--- src/rtl/mem_arbiter.sv ---
// mem_arbiter: shares one byte-lane RAM between fetch and load/store ports; data priority with fetch starvation limit.
// Ports: clk/reset_n; if_req/if_addr -> if_gnt (comb), if_rvalid/if_rdata (registered);
// d_req/d_we/d_be/d_addr/d_wdata -> d_gnt (comb), d_rvalid/d_rdata (registered);
// ram_address/ram_write_enable/ram_memory_in drive the RAM, ram_memory_out is its combinational read.
module mem_arbiter #(
  parameter int ADDR_WIDTH   = 12,
  parameter int STARVE_LIMIT = 4
) (
  input  logic                  clk,
  input  logic                  reset_n,
  input  logic                  if_req,
  input  logic [ADDR_WIDTH-1:0] if_addr,
  output logic                  if_gnt,
  output logic                  if_rvalid,
  output logic [31:0]           if_rdata,
  input  logic                  d_req,
  input  logic                  d_we,
  input  logic [3:0]            d_be,
  input  logic [ADDR_WIDTH-1:0] d_addr,
  input  logic [31:0]           d_wdata,
  output logic                  d_gnt,
  output logic                  d_rvalid,
  output logic [31:0]           d_rdata,
  output logic [ADDR_WIDTH-3:0] ram_address,
  output logic [3:0]            ram_write_enable,
  output logic [31:0]           ram_memory_in,
  input  logic [31:0]           ram_memory_out
);
  logic [3:0] starve_cnt;
  logic       force_if;
  assign force_if = starve_cnt >= 4'(STARVE_LIMIT);
  // grants are gated by reset_n so nothing reaches the RAM while reset is held
  assign d_gnt  = reset_n && d_req && !(if_req && force_if);
  assign if_gnt = reset_n && if_req && !d_gnt;
  assign ram_address      = d_gnt ? d_addr[ADDR_WIDTH-1:2] : if_addr[ADDR_WIDTH-1:2];
  assign ram_write_enable = (d_gnt && d_we) ? d_be : 4'b0000;
  assign ram_memory_in    = d_wdata;
  always_ff @(posedge clk or negedge reset_n) begin
    if (!reset_n) begin
      starve_cnt <= '0;
      if_rvalid  <= 1'b0;
      d_rvalid   <= 1'b0;
      if_rdata   <= '0;
      d_rdata    <= '0;
    end else begin
      starve_cnt <= (!if_req || if_gnt) ? 4'd0 : (starve_cnt == 4'd15 ? 4'd15 : starve_cnt + 4'd1);
      if_rvalid  <= if_gnt;
      d_rvalid   <= d_gnt;
      // d_rdata takes the pre-write word because the RAM read is combinational in the grant cycle
      if (if_gnt) if_rdata <= ram_memory_out;
      if (d_gnt) d_rdata <= ram_memory_out;
    end
  end
endmodule

--- config.mk ---
export PLATFORM = sky130hd
export DESIGN_NAME = mem_arbiter
export DESIGN_NICKNAME = d
export VERILOG_FILES = /design/src/rtl/mem_arbiter.sv
export SDC_FILE = /design/constraint.sdc
export NUM_CORES = 1
export LEC_CHECK = 0
export CAP_MARGIN = 20
export CORE_UTILIZATION = 32
export CTS_CLUSTER_DIAMETER = 150
export DETAILED_ROUTE_END_ITERATION = 8
export PLACE_DENSITY = 0.76
export SKIP_LAST_GASP = 1
export SYNTH_ARGS = -nofsm -noshare
export SYNTH_HDL_FRONTEND = slang
export SYNTH_SLANG_ARGS = --single-unit
--- constraint.sdc ---
create_clock -name clk -period 1.5 [get_ports clk]
set_input_delay 0.15 -clock clk [delete_from_list [all_inputs] [get_ports clk]]
set_output_delay 0.15 -clock clk [all_outputs]
set_load 0.01 [all_outputs]
* Yosys cells after proc, flatten, opt, wreduce, memory -nomap -nowiden
Index checks and enable logic that the tools add are counted.
** Word-level totals
- Memory bits (writable) :: 0
- Logic and storage cells :: 22
- Flip-flop bits (word level) :: 70
- ROM bits :: 0
- Memories :: 0
- Bits in latches :: 0
** Operators by class
- Multipliers :: 0
- Mux-type cells :: 4
- Eq/ne operators :: 1
- $lt $le $gt $ge :: 1
- Shift operators :: 0
- Add/subtract/negate cells :: 1
- Bitwise gates (word level) :: 0
- Reductions and logical operators :: 10
- Div/mod/pow operators :: 0
** Operator list (number)
- $mux W4 :: 3
- $mux W10 :: 1
- $logic_and A1 B1 Y1 :: 6
- $add A4 B1 Y4 const B :: 1
- $eq A4 B4 Y1 const B :: 1
- $ge A4 B3 Y1 const B :: 1
- $logic_not A1 Y1 :: 3
- $logic_or A1 B1 Y1 :: 1

* Logic depth before layout (Yosys ltp)
- Word-level depth :: 8
- Gate-level depth with buffers :: 6
- Gate-level depth less buffers :: 4

* Worst setup path after synthesis
No wires, ideal clock.
- Kind :: flip-flop to output port
- From :: reg starve_cnt[2]
- To :: out ram_address[0]
- Path buffers :: 3
- Cell stages (with the launch flop) :: 7
- Data required time :: 1350 ps
- Slack :: 26 ps
- Arrival :: 1324 ps
- Path through :: dfrtp_1 -> clkbuf_2 -> o21ai_1 -> nand3_1 -> buf_4 -> buf_6 -> mux2_4
** Between the ends
- Longest elaborated chain between the ends :: 5
** RTL lines
- start: declaration :: line 29 : logic [3:0] starve_cnt;
- start signal: assignment :: line 46 : starve_cnt <= (!if_req || if_gnt) ? 4'd0 : (starve_cnt == 4'd15 ? 4'd15 : starve_cnt + 4'd1);
- $ge A4 B3 Y1 :: line 31 : assign force_if = starve_cnt >= 4'(STARVE_LIMIT);
- $logic_and A1 B1 Y1 :: line 33 : assign d_gnt = reset_n && d_req && !(if_req && force_if);
- $logic_not A1 Y1 :: line 33
- $logic_and A1 B1 Y1 :: line 33
- $mux W10 :: line 35 : assign ram_address = d_gnt ? d_addr[ADDR_WIDTH-1:2] : if_addr[ADDR_WIDTH-1:2];
- end: declaration :: line 24 : output logic [ADDR_WIDTH-3:0] ram_address,
Every way passes these cells.

* Final worst setup path
- From :: reg starve_cnt[3]
- To :: out ram_address[6]
The elaborated chain is that of the path after synthesis.

==> run summary <==
Status -> finished, violations left
Failing checks -> setup timing
DP Area -> 4510 um^2
Synth Area in XOR/XNOR -> 0
Final instance area -> 4830 um^2
Crit path max fanout -> 6
Root Buffer -> clkbuf_8
Inst Count DP -> 450
Final min period -> 1.85 ns
Register area share after synthesis -> 0.561
WP data required -> 1.35 ns
Clock Latency Late Sink -> 0.34 ns
Syn avg cell area -> 15.1 um^2
Number of synthesized flops with an enable pin -> 0
Antenna violations before repair -> 0
Hold Crit Class -> primary input to async pin
Post-Synth Adder-Cell Area -> 0.00400
Max Root-Sink Buffers -> 2
Clk slew on worst S/H paths -> 0.07 ns
Routed vias -> 2079
Multiplexer area fraction after synthesis -> 0.291
Largest net degree at the start of global routing -> 67
Die width -> 101 um
Filler cells -> 804
Finished Layout Cells -> 472
Share of layout cells above drive strength 1 -> 0.309
Total gr overflow -> 0
Routability cong. -> 0.671
Initial Utilization -> 0.335
Std cell rows -> 35
CP Capture Type -> output port
Simple-gate share of the synthesized area -> 0.0220
Synth top area share -> 0.561
Largest area contributor in the netlist -> dfrtp_1
# setup viols final -> 47
Core Area -> 9330 um^2
Final WL -> 7660 um
Worst setup startpoint -> starve_cnt[3]
Pwr/cell area -> 1150 nW/um^2
Slew Limit Fails -> 0
Synth area leaders -> dfrtp_1, mux2_2, mux2_4
Area grow syn2layout -> 54.7%
Gr usage total -> 0.155
Met1 Usage GRT -> 0.183
Die area -> 10200 um^2
DR vias/cell -> 4.40
Syn_nets -> 305
Busiest grt layer -> met2
Mapped Cells -> 207
Leak pwr -> 2.10 nW
FFs w/ async S/R, synth -> 1.00
Most frequent cells in the layout -> clkdlybuf4s50_1, dfrtp_1, mux2_2, mux2_1, mux2_4
Tcrit/Tclk final -> 1.24
Fmax -> 539 MHz
Largest family of logic cells by synthesized area -> multiplexers
RSZ-0062 raised after global routing -> yes
Total iterations of the first detailed-routing run -> 4
DRC Markers -> 0
Setup TNS -> -7.04 ns
Max-cap violations -> 0
I/O Buffers -> 142
Slew @ Worst Pin -> 0.828 ns
Global Route met3 Usage -> 0.0652
Vias in the first global route -> 2321
Clk sink count -> 70
Launching element type of the critical path -> flop
CTS H-tree depth -> 3
Met2 usage -> 0.254
Synth Area in Compound Gates -> 0.0196
Synthesized cell area -> 3120 um^2
Top FF cell, synth -> dfrtp_1
CTS tree -> yes
Diodes inserted -> 0
Most common cell after layout, fill and taps aside -> clkdlybuf4s50_1
1st-iter DRT viols -> 10
Reg2Reg Launch Point -> starve_cnt[3]
Die Y -> 101 um
Hold Fails Final Rpt -> 0
IO Pins -> 211
First-pass GRT wire length -> 12000 um
#FFs+latches synth -> 70
Rel. slew slack -> 0.448
WL/cell -> 16.2 um
Final #Nets -> 436
Critical path arrival -> 1.70 ns
Detail Placement HPWL -> 5330 um
Post-route setup slack -> -0.354 ns
Yosys cell types -> 23
Clock Skew -> 0.0118 ns
Worst vdd ir -> 0.000663 V
Yosys warning count -> 0
CTS buffer count -> 9
DP Worst Slack -> -0.442 ns
CP Class -> flop to output port
Final antenna-violating net count -> 0
[cells in the mapped netlist, drive strengths merged, types with 2 or more instances]
cell   number
mux2       74
dfrtp      70
buf        39
and3        4
nand3       3
a31oi       2
inv         2
nor2        2
nor3        2
o21ai       2
[registers in the layout, indices dropped and copies added (netlist names)]
signal,flops
d_rdata,32
d_rvalid,1
if_rdata,32
if_rvalid,1
starve_cnt,4
[metal layers]
metal	part of all wire	routed length, um
met5	0	0
met1	0.41	3130
met3	0.082	627
met2	0.49	3770
met4	0.017	131
[cell families after synthesis]
family / count (synthesis)
adder cells (fa/ha/maj): 1
flip-flops: 70
AND/OR/NAND/NOR: 13
AO/OA/AOI/OAI: 7
multiplexers: 74
buffers and inverters: 42
[worst max-delay path, cell delays in order (launching register included)]
cell,delay [ns]
dfrtp_1,0.40
o21ai_2,0.15
nand3_2,0.12
buf_12,0.15
buf_12,0.13
mux2_4,0.30
buf_6,0.12
[path summary, 6_finish.rpt]
path | endpoint | slack (ns) | cells after the start
worst min-delay path | if_rdata[30] | 0.06 | 2
max in group asynchronous | d_rdata[24] | 0.87 | 2
worst min register to register | if_rdata[25] | 0.49 | 1
worst max-delay path | ram_address[6] | -0.35 | 6
worst max register to register | d_rdata[28] | -0.15 | 8
min in group clk | ram_memory_in[10] | 0.30 | 0
[final cells by class]
class,count,area [um^2],share of cell area
clock buffers,9,124,0.0256
inverters,2,10.0,0.00207
clock inverters,7,72.6,0.0150
repair buffers,160,1640,0.340
flip-flops and latches,70,1750,0.362
well taps,129,161,0.0334
multi-input cells,95,1070,0.222
[repair_timing]
item | 4_1_cts | 5_1_grt
setup endpoints to repair | 30 | 56
cloned | 0 | 1
endpoints found under the hold margin | 4 | 0
buffers inserted | 4 | 1
gates resized for setup | 83 | 5
pin swaps | 2 | 2
hold buffers | 1 | 0
[report_power, final]
| group | internal [mW] | switching (mW) |
|---|---|---|
| Sequential | 2.21 | 0.166 |
| Combinational | 1.06 | 0.578 |
| Clock | 0.773 | 0.748 |
[stage by stage]
stage               hold slack [ns]   util  total power, mW
global placement              0.123  0.483             3.99
finish                       0.0576  0.518             5.54
detailed placement            0.123  0.483             4.02
global route                  0.129  0.518             5.84
floorplan                    -0.146      -             3.08
CTS                           0.103  0.513             5.61
Note: power is estimated with default switching activity, not from simulation.
